## config.mk

```make
export PLATFORM = sky130hd
export DESIGN_NAME = axi_ethernet_v3_01_a_axi2ipic
export DESIGN_NICKNAME = d
export VERILOG_FILES = /design/src/rtl/axi_ethernet_v3_01_a_axi2ipic.sv
export SDC_FILE = /design/constraint.sdc
export NUM_CORES = 1
export LEC_CHECK = 0
export ABC_AREA = 0
export BUFFER_PORTS_ARGS = -buffer_cell sky130_fd_sc_hd__clkbuf_2
export CAP_MARGIN = 20
export CORE_MARGIN = 2
export CORE_UTILIZATION = 45
export CTS_BUF_LIST = sky130_fd_sc_hd__clkbuf_4 sky130_fd_sc_hd__clkbuf_8
export DETAILED_ROUTE_END_ITERATION = 16
export PLACE_DENSITY = 0.78
export SETUP_SLACK_MARGIN = 0.5
export SYNTH_ARGS = -nofsm -noshare
export SYNTH_HDL_FRONTEND = slang
export SYNTH_SLANG_ARGS = --single-unit
export TNS_END_PERCENT = 10
```

## constraint.sdc

```tcl
create_clock -name s_axi_aclk -period 2.3 [get_ports s_axi_aclk]
set_input_delay 0.23 -clock s_axi_aclk [delete_from_list [all_inputs] [get_ports s_axi_aclk]]
set_output_delay 0.23 -clock s_axi_aclk [all_outputs]
set_load 0.01 [all_outputs]
```

## src/rtl/axi_ethernet_v3_01_a_axi2ipic.sv

```systemverilog
// ---------------------------------------------------------------------------
// axi_ethernet_v3_01_a_axi2ipic
//
// AXI4-Lite slave to IPIC initiator bridge for the Ethernet register space.
// Each single-beat AXI4-Lite read or write becomes one IPIC transaction with
// level-held strobes. The strobes stay high until the IPIC side returns a
// matching ack, an error, or the timeout expires. Only one transaction is
// outstanding at a time, and a turnaround gap keeps the strobes low between
// transactions. Every output comes straight from a flop.
//
// Ports
//   s_axi_aclk, s_axi_aresetn     clock, async active-low reset
//   s_axi_aw*/w*/b*               AXI4-Lite write address/data/response
//   s_axi_ar*/r*                  AXI4-Lite read address/data/response
//   bus2ip_addr/data/be           latched IPIC address (word aligned), wdata, byte enables
//   bus2ip_cs/rdce/wrce           IPIC strobes, held until completion
//   ip2bus_rdack/wrack/error      single-cycle completion pulses
//   ip2bus_data                   read data, valid with ip2bus_rdack
// ---------------------------------------------------------------------------
module axi_ethernet_v3_01_a_axi2ipic #(
  parameter int C_S_AXI_ADDR_WIDTH = 12,
  parameter int C_TIMEOUT_CYCLES   = 64
) (
  input  logic                          s_axi_aclk,
  input  logic                          s_axi_aresetn,
  input  logic [C_S_AXI_ADDR_WIDTH-1:0] s_axi_awaddr,
  input  logic                          s_axi_awvalid,
  output logic                          s_axi_awready,
  input  logic [31:0]                   s_axi_wdata,
  input  logic [3:0]                    s_axi_wstrb,
  input  logic                          s_axi_wvalid,
  output logic                          s_axi_wready,
  output logic [1:0]                    s_axi_bresp,
  output logic                          s_axi_bvalid,
  input  logic                          s_axi_bready,
  input  logic [C_S_AXI_ADDR_WIDTH-1:0] s_axi_araddr,
  input  logic                          s_axi_arvalid,
  output logic                          s_axi_arready,
  output logic [31:0]                   s_axi_rdata,
  output logic [1:0]                    s_axi_rresp,
  output logic                          s_axi_rvalid,
  input  logic                          s_axi_rready,
  output logic [C_S_AXI_ADDR_WIDTH-1:0] bus2ip_addr,
  output logic [31:0]                   bus2ip_data,
  output logic [3:0]                    bus2ip_be,
  output logic                          bus2ip_cs,
  output logic                          bus2ip_rdce,
  output logic                          bus2ip_wrce,
  input  logic                          ip2bus_rdack,
  input  logic                          ip2bus_wrack,
  input  logic                          ip2bus_error,
  input  logic [31:0]                   ip2bus_data
);

  localparam int AW = C_S_AXI_ADDR_WIDTH;
  localparam logic [AW-1:0] ADDR_MASK   = {{(AW-2){1'b1}}, 2'b00};
  // Loaded with N-1 so that a countdown to zero gives exactly N strobe cycles.
  localparam logic [7:0]    TMO_LOAD    = 8'(C_TIMEOUT_CYCLES - 1);
  localparam logic [1:0]    RESP_OKAY   = 2'b00;
  localparam logic [1:0]    RESP_SLVERR = 2'b10;

  typedef enum logic [2:0] {
    ST_IDLE    = 3'd0,
    ST_WR_REQ  = 3'd1,
    ST_RD_REQ  = 3'd2,
    ST_WR_RESP = 3'd3,
    ST_RD_RESP = 3'd4
  } state_e;

  state_e          state_q, state_d;
  logic            awready_q, awready_d, wready_q, wready_d, arready_q, arready_d;
  logic            cs_q, cs_d, rdce_q, rdce_d, wrce_q, wrce_d;
  logic [AW-1:0]   addr_q, addr_d;
  logic [31:0]     data_q, data_d;
  logic [3:0]      be_q, be_d;
  logic            bvalid_q, bvalid_d, rvalid_q, rvalid_d;
  logic [1:0]      bresp_q, bresp_d, rresp_q, rresp_d;
  logic [31:0]     rdata_q, rdata_d;
  logic [7:0]      tmo_q, tmo_d;
  logic [1:0]      gap_q, gap_d;
  logic            last_wr_q, last_wr_d;

  logic            ready_busy, can_offer, wr_elig, rd_elig, pick_rd;
  logic            offer_wr, offer_rd, wr_hs, rd_hs, tmo_zero, wr_done, rd_done;

  // Ready is registered, so it is offered one cycle after a request is seen;
  // while an offer is out no new decision is taken, which makes it a one-cycle pulse.
  assign ready_busy = awready_q | arready_q;
  assign can_offer  = (state_q == ST_IDLE) && !ready_busy && (gap_q == 2'd0);
  assign wr_elig    = s_axi_awvalid & s_axi_wvalid;
  assign rd_elig    = s_axi_arvalid;
  // Read wins a tie when the last served transfer was a write (also after reset).
  assign pick_rd    = rd_elig & (~wr_elig | last_wr_q);
  assign offer_rd   = can_offer & pick_rd;
  assign offer_wr   = can_offer & wr_elig & ~pick_rd;
  assign wr_hs      = awready_q & s_axi_awvalid & wready_q & s_axi_wvalid;
  assign rd_hs      = arready_q & s_axi_arvalid;
  assign tmo_zero   = (tmo_q == 8'd0);
  assign wr_done    = (state_q == ST_WR_REQ) & (ip2bus_wrack | ip2bus_error | tmo_zero);
  assign rd_done    = (state_q == ST_RD_REQ) & (ip2bus_rdack | ip2bus_error | tmo_zero);

  // State register.
  always_ff @(posedge s_axi_aclk or negedge s_axi_aresetn) begin
    if (!s_axi_aresetn) begin
      state_q <= ST_IDLE;
    end else begin
      state_q <= state_d;
    end
  end

  // Next-state logic.
  always_comb begin
    state_d = state_q;
    case (state_q)
      ST_IDLE: begin
        if (wr_hs) begin
          state_d = ST_WR_REQ;
        end else if (rd_hs) begin
          state_d = ST_RD_REQ;
        end else begin
          state_d = ST_IDLE;
        end
      end
      ST_WR_REQ:  state_d = wr_done ? ST_WR_RESP : ST_WR_REQ;
      ST_RD_REQ:  state_d = rd_done ? ST_RD_RESP : ST_RD_REQ;
      ST_WR_RESP: state_d = s_axi_bready ? ST_IDLE : ST_WR_RESP;
      ST_RD_RESP: state_d = s_axi_rready ? ST_IDLE : ST_RD_RESP;
      default:    state_d = ST_IDLE;
    endcase
  end

  // Output/datapath next values; outputs decode the next state so they leave a flop.
  always_comb begin
    awready_d = offer_wr;
    wready_d  = offer_wr;
    arready_d = offer_rd;
    cs_d      = (state_d == ST_WR_REQ) || (state_d == ST_RD_REQ);
    wrce_d    = (state_d == ST_WR_REQ);
    rdce_d    = (state_d == ST_RD_REQ);
    bvalid_d  = (state_d == ST_WR_RESP);
    rvalid_d  = (state_d == ST_RD_RESP);

    if (wr_hs) begin
      addr_d = s_axi_awaddr & ADDR_MASK;
      data_d = s_axi_wdata;
      be_d   = s_axi_wstrb;
    end else if (rd_hs) begin
      addr_d = s_axi_araddr & ADDR_MASK;
      data_d = data_q;
      be_d   = 4'hF;
    end else begin
      addr_d = addr_q;
      data_d = data_q;
      be_d   = be_q;
    end

    if (wr_hs) begin
      last_wr_d = 1'b1;
    end else if (rd_hs) begin
      last_wr_d = 1'b0;
    end else begin
      last_wr_d = last_wr_q;
    end

    if (wr_hs || rd_hs) begin
      tmo_d = TMO_LOAD;
    end else if (cs_q && !tmo_zero) begin
      tmo_d = tmo_q - 8'd1;
    end else begin
      tmo_d = tmo_q;
    end

    if (wr_done || rd_done) begin
      gap_d = 2'd2;
    end else if (gap_q != 2'd0) begin
      gap_d = gap_q - 2'd1;
    end else begin
      gap_d = gap_q;
    end

    // A real ack beats a simultaneous timeout unless error is also raised.
    if (wr_done) begin
      bresp_d = (ip2bus_error || !ip2bus_wrack) ? RESP_SLVERR : RESP_OKAY;
    end else begin
      bresp_d = bresp_q;
    end

    if (rd_done) begin
      rresp_d = (ip2bus_error || !ip2bus_rdack) ? RESP_SLVERR : RESP_OKAY;
      rdata_d = (ip2bus_rdack && !ip2bus_error) ? ip2bus_data : 32'h0000_0000;
    end else begin
      rresp_d = rresp_q;
      rdata_d = rdata_q;
    end
  end

  // Output and datapath registers.
  always_ff @(posedge s_axi_aclk or negedge s_axi_aresetn) begin
    if (!s_axi_aresetn) begin
      awready_q <= 1'b0;
      wready_q  <= 1'b0;
      arready_q <= 1'b0;
      cs_q      <= 1'b0;
      rdce_q    <= 1'b0;
      wrce_q    <= 1'b0;
      addr_q    <= '0;
      data_q    <= 32'h0000_0000;
      be_q      <= 4'h0;
      bvalid_q  <= 1'b0;
      rvalid_q  <= 1'b0;
      bresp_q   <= 2'b00;
      rresp_q   <= 2'b00;
      rdata_q   <= 32'h0000_0000;
      tmo_q     <= 8'd0;
      gap_q     <= 2'd0;
      last_wr_q <= 1'b1;
    end else begin
      awready_q <= awready_d;
      wready_q  <= wready_d;
      arready_q <= arready_d;
      cs_q      <= cs_d;
      rdce_q    <= rdce_d;
      wrce_q    <= wrce_d;
      addr_q    <= addr_d;
      data_q    <= data_d;
      be_q      <= be_d;
      bvalid_q  <= bvalid_d;
      rvalid_q  <= rvalid_d;
      bresp_q   <= bresp_d;
      rresp_q   <= rresp_d;
      rdata_q   <= rdata_d;
      tmo_q     <= tmo_d;
      gap_q     <= gap_d;
      last_wr_q <= last_wr_d;
    end
  end

  assign s_axi_awready = awready_q;
  assign s_axi_wready  = wready_q;
  assign s_axi_arready = arready_q;
  assign s_axi_bvalid  = bvalid_q;
  assign s_axi_bresp   = bresp_q;
  assign s_axi_rvalid  = rvalid_q;
  assign s_axi_rresp   = rresp_q;
  assign s_axi_rdata   = rdata_q;
  assign bus2ip_addr   = addr_q;
  assign bus2ip_data   = data_q;
  assign bus2ip_be     = be_q;
  assign bus2ip_cs     = cs_q;
  assign bus2ip_rdce   = rdce_q;
  assign bus2ip_wrce   = wrce_q;

endmodule

```

# [After elaboration in Yosys (flattened, before gate mapping)]
# Index checks and enable logic that the tools add are counted.
[word_totals] memories=0 ram_bits=0 mem_bits_ro=0 output_inout_bits=92 wordCells=87 latchBits=0 inputBits=102 reg_bits=105
[op_classes] n_bitwise=19 n_reduce_logical=21 shift=0 multipliers=0 n_div=0 eq_ne=8 order_cmp=0 mux=20 add_sub_neg=2
[op_table] cell="2-to-1 mux 32 bit" count=1
[op_table] cell="2-to-1 mux 12 bit" count=2
[op_table] cell="2-to-1 mux 2 bit" count=8
[op_table] cell="2-to-1 mux 8 bit" count=2
[op_table] cell="one-hot mux 3 bit (5 select lines)" count=1
[op_table] cell="== test 3 x 2 -> 1 bit (second input constant)" count=4
[op_table] cell="AND 1 bit" count=11
[op_table] cell="zero test 8 bit" count=1
[op_table] cell="2-to-1 mux 4 bit" count=2
[op_table] cell="nonzero test 2 bit" count=4
[op_table] cell="subtractor 8 x 1 -> 8 bit (second input constant)" count=1
[op_table] cell="== test 3 x 1 -> 1 bit (second input constant)" count=2
[op_table] cell="== test 3 bit (second input constant)" count=2
[op_table] cell="2-to-1 mux 3 bit" count=2
[op_table] cell="bitwise OR 1 bit" count=6
[op_table] cell="zero test 1 bit" count=5
[op_table] cell="logical OR 1 bit" count=5
[op_table] cell="logical AND 1 bit" count=4
[op_table] cell="zero test 3 bit" count=1
[op_table] cell="zero test 2 bit" count=1
[op_table] cell="2-to-1 mux 1 bit" count=2
[op_table] cell="inverter 1 bit" count=2
[op_table] cell="subtractor 2 x 1 -> 2 bit (second input constant)" count=1

# [Depth between registers and ports, before layout]
[logic_depth] word_depth=7 depth_mapped=8

# [Least setup slack after synthesis]
# No wires, ideal clock.
[synth_path] kind="reg2reg" start="reg tmo_q[0]" end="reg rdata_q[10], in the netlist s_axi_rdata[10]" path_slack_ns=0.539 arrival_ns=1.640 period_less_slack_ns=1.761 stages_incl_launch_ff=9 cell_sequence="dfrtp_1 -> inv_1 -> ha_1 -> nor2b_1 -> nand3b_2 -> nand2_2 -> nand2_4 -> buf_6 -> a22o_1"
[synth_between] elab_chain_cells=3
[synth_lines] item="start: declaration" line="79" text="logic [7:0] tmo_q, tmo_d;"
[synth_lines] item="start signal: assignment" line="232" text="tmo_q <= tmo_d;"
[synth_lines] item="zero test 8 bit" line="98" text="assign tmo_zero = (tmo_q == 8'd0);"
[synth_lines] item="bitwise OR 1 bit" line="100" text="assign rd_done = (state_q == ST_RD_REQ) & (ip2bus_rdack | ip2bus_error | tmo_zero);"
[synth_lines] item="AND 1 bit" line="100"
[synth_lines] item="end signal: assignment" line="231" text="rdata_q <= rdata_d;"
[synth_lines] item="end: declaration" line="78" text="logic [31:0] rdata_q, rdata_d;"
# No other way between the ends.
# A chain may end at the register's enable or synchronous reset.

# [Worst setup path in the final report]
[layout_path] start="reg tmo_q[4]" end="reg tmo_q[2]"
[layout_between] elab_chain_cells=4
[layout_lines] item="zero test 8 bit" line="98"
[layout_lines] item="zero test 1 bit" line="167" text="end else if (cs_q && !tmo_zero) begin"
[layout_lines] item="logical AND 1 bit" line="167"
[layout_lines] item="nonzero test 2 bit (no source line)"
# No other way between the ends.

==> metrics <==
drt initial violations=182; Clock transition at path regs=100 ps; Post-DRT Antenna Nets=0; Leak=2.99 nW; number of flops mapped to enable cells by yosys=0; actual slew at the worst max-slew pin=610 ps; Hold Vio Cnt, Final=0; Synth area leader=dfrtp_1; number of max-slew violations in the final report=0; DRT Pass-1 Iters=4; DR WL/cell=15.2 um; FILL cells=727; RSZ-0062 raised after global routing=true; post-detail-place hpwl=7.37 mm; clock skew=14.7 ps; Num CTS Buffers=9; Storage cell area=0.00253 sq mm; fmax=0.556 GHz; Placer Congestion=0.799; n_diodes=0; IO Count=194; GR Overflow Total=0; layout cells sized above 1=39.6%; cells taking the most area after synthesis=dfrtp_1 (61%), nand2_1 (13%), a22o_1 (6.8%); Rel. slew slack=59.3%; HP Start=s_axi_wdata[11]; most frequent cells after synthesis=nand2_1 (138), dfrtp_1 (100), a22o_1 (32); CP delay by family, top=simple AND/OR/NAND/NOR gates; drt drc=0; critical path required time=2520 ps; vias in the first global route=3575; # Max-Cap Violations=0; I/O Buffers=185; Post-synth ARST share=100%; Post-Syn Instances=392; final setup margin=502 ps; Setup crit start kind=flop; die width=99.5 um; area of the mapped netlist=0.00410 sq mm; fin crit period=1800 ps; crit path from=tmo_q[4]; Die Span Y=99.5 um; largest net degree at the start of global routing=44; slowest CP cell=or4_4; Netlist cell types=42; Synth Flop Type=dfrtp_1; drt total wl=10.5 mm; clock sink count=101; Vias=3546; initial antenna violation count=0; Root Buffer=clkbuf_8; Hold Crit Class=in -> reg; WS Path Type=reg -> reg; CTS tree=yes; WP data arrival=2020 ps; Max clock buf depth=2; slowest stage delay, CP=560 ps; status=complete, no violations; PwrDens=1250 mW/mm^2; placed cells=669; Die ar.=0.00990 sq mm; r2r startpoint=tmo_q[4]; Setup TNS=0 ps; Synth Warn #=0; multi-input logic area=0.00154 sq mm; standard-cell rows=34; Mean Syn Cell Area=10.5 sq um; Final Instance Count excl. Fillers=694; final period utilization=78.2%; Total Power=6.85 mW; Max VDD drop=0.653 mV; top-count cell post-synth=nand2_1; via/cell ratio=5.11; crit end category=flop; final-report setup violation count=0; area fraction of the dominant cell type after synthesis=61.0%; sequential cell area fraction in the yosys report=61.6%; H-Tree Depth=3; final net count=685; pre-CTS WS=262 ps; CP max FO=4; global-route wire length before repair=16.5 mm; Core Box Area=0.00876 sq mm; CP cell instances=or4_4 -> o311ai_4 -> buf_4 -> xor2_1 -> nand2_1; post-synthesis register bit count=101; clock latency on the worst-skew pair=350 ps; CP Buf/Inv Count=1; synthesis-to-layout area growth=33.5%; Total GRT Usage=20.7%; Initial Utilization=46.8%
==> registers in the layout (all words and copies together), names as in the netlist <==
signal         count
s_axi_rvalid       1
bus2ip_data       32
state_q            3
bus2ip_wrce        1
bus2ip_rdce        1
last_wr_q          1
s_axi_arready      1
bus2ip_cs          1
s_axi_rresp        1
tmo_q              8
s_axi_rdata       32
s_axi_bvalid       1
gap_q              2
s_axi_bresp        1
s_axi_wready       1
bus2ip_addr       10
bus2ip_be          4
==> report_power, final <==
part / internal [mW] / switching [mW] / leakage, nW
Clock: 0.446 / 0.620 / 0.0900
Sequential: 2.58 / 0.526 / 1.29
Combinational: 1.24 / 1.44 / 1.61
Total: 4.26 / 2.59 / 2.99
==> metal layers <==
metal | track usage, % | share of wire (%) | up-vias | routed length (um)
met5 | 0 | 0 | - | 0
met3 | 6.39 | 5.7 | 14 | 597
met1 | 24.8 | 40 | 1743 | 4200
met2 | 36.0 | 53 | 116 | 5570
li1 | - | - | 1673 | -
met4 | 5.90 | 1.4 | 0 | 150
==> final timing paths <==
path / endpoint / slack [ps] / depth (start not counted)
worst max-delay path: tmo_q[2] / 500 / 5
worst min-delay path: bus2ip_data[11] / 60 / 3
worst max register to register: tmo_q[2] / 500 / 5
worst min register to register: last_wr_q / 480 / 2
max in group asynchronous: s_axi_rdata[5] / 1200 / 3
min in group asynchronous: s_axi_rdata[23] / 400 / 2
==> timing repair <==
action	in CTS	in global routing
gates resized for setup	6	11
hold endpoints to repair	41	0
setup buffers	0	7
hold buffers	1	0
endpoints found under the setup margin	45	43
pin swaps	0	4
gates cloned	0	1
==> final cells by class <==
| cell class | instances | area share (%) |
|---|---|---|
| well taps | 108 | 2.47 |
| clock inverters | 5 | 0.754 |
| repair buffers | 199 | 19.4 |
| multi-input cells | 262 | 28.0 |
| clock buffers | 11 | 2.65 |
| inverters | 8 | 0.548 |
| flip-flops and latches | 101 | 46.2 |
==> cells by family after synthesis <==
logic type	after synthesis	share of synthesized area (%)
AO/OA/AOI/OAI	64	12.6
XOR/XNOR	7	1.49
adder cells (fa/ha/maj)	2	0.610
buffers and inverters	33	4.15
flip-flops	101	61.6
multiplexers	1	0.244
other	1	0.0914
AND/OR/NAND/NOR	183	19.2
==> worst min-delay path, cell delays in order <==
cell and delay (ps):
clkbuf_2 70, nand2_1 40, nand2_1 40
==> placed cells by master (no fill, tap or decap), drive strengths merged, types with 2 or more instances in the layout <==
cell type / Yosys / layout
and3: 2 / 2
ha: 2 / 2
a22o: 32 / 32
and2: 2 / 2
a21oi: 7 / 7
o21ai: 6 / 6
nand2b: 3 / 3
xor2: 4 / 4
nand2: 140 / 141
a211oi: 3 / 3
nor4b: 2 / 2
conb: 1 / 4
nor2b: 2 / 2
xnor2: 3 / 3
inv: 8 / 10
dfrtp: 100 / 100
nor2: 22 / 22
clkbuf: 9 / 195
or4: 2 / 2
buf: 16 / 14
a31oi: 10 / 10
clkinvlp: 0 / 2
nand3b: 3 / 3
==> stage by stage <==
stage,hold WS [ps],area [sq um],utilization (%)
floorplan,-65.6,4110,-
global placement,247,5110,58.3
detailed placement,250,5110,58.3
CTS,37.9,5340,61.0
global route,29.6,5480,62.5
finish,57.9,5480,62.5
Note: power is estimated with default switching activity, not from simulation.
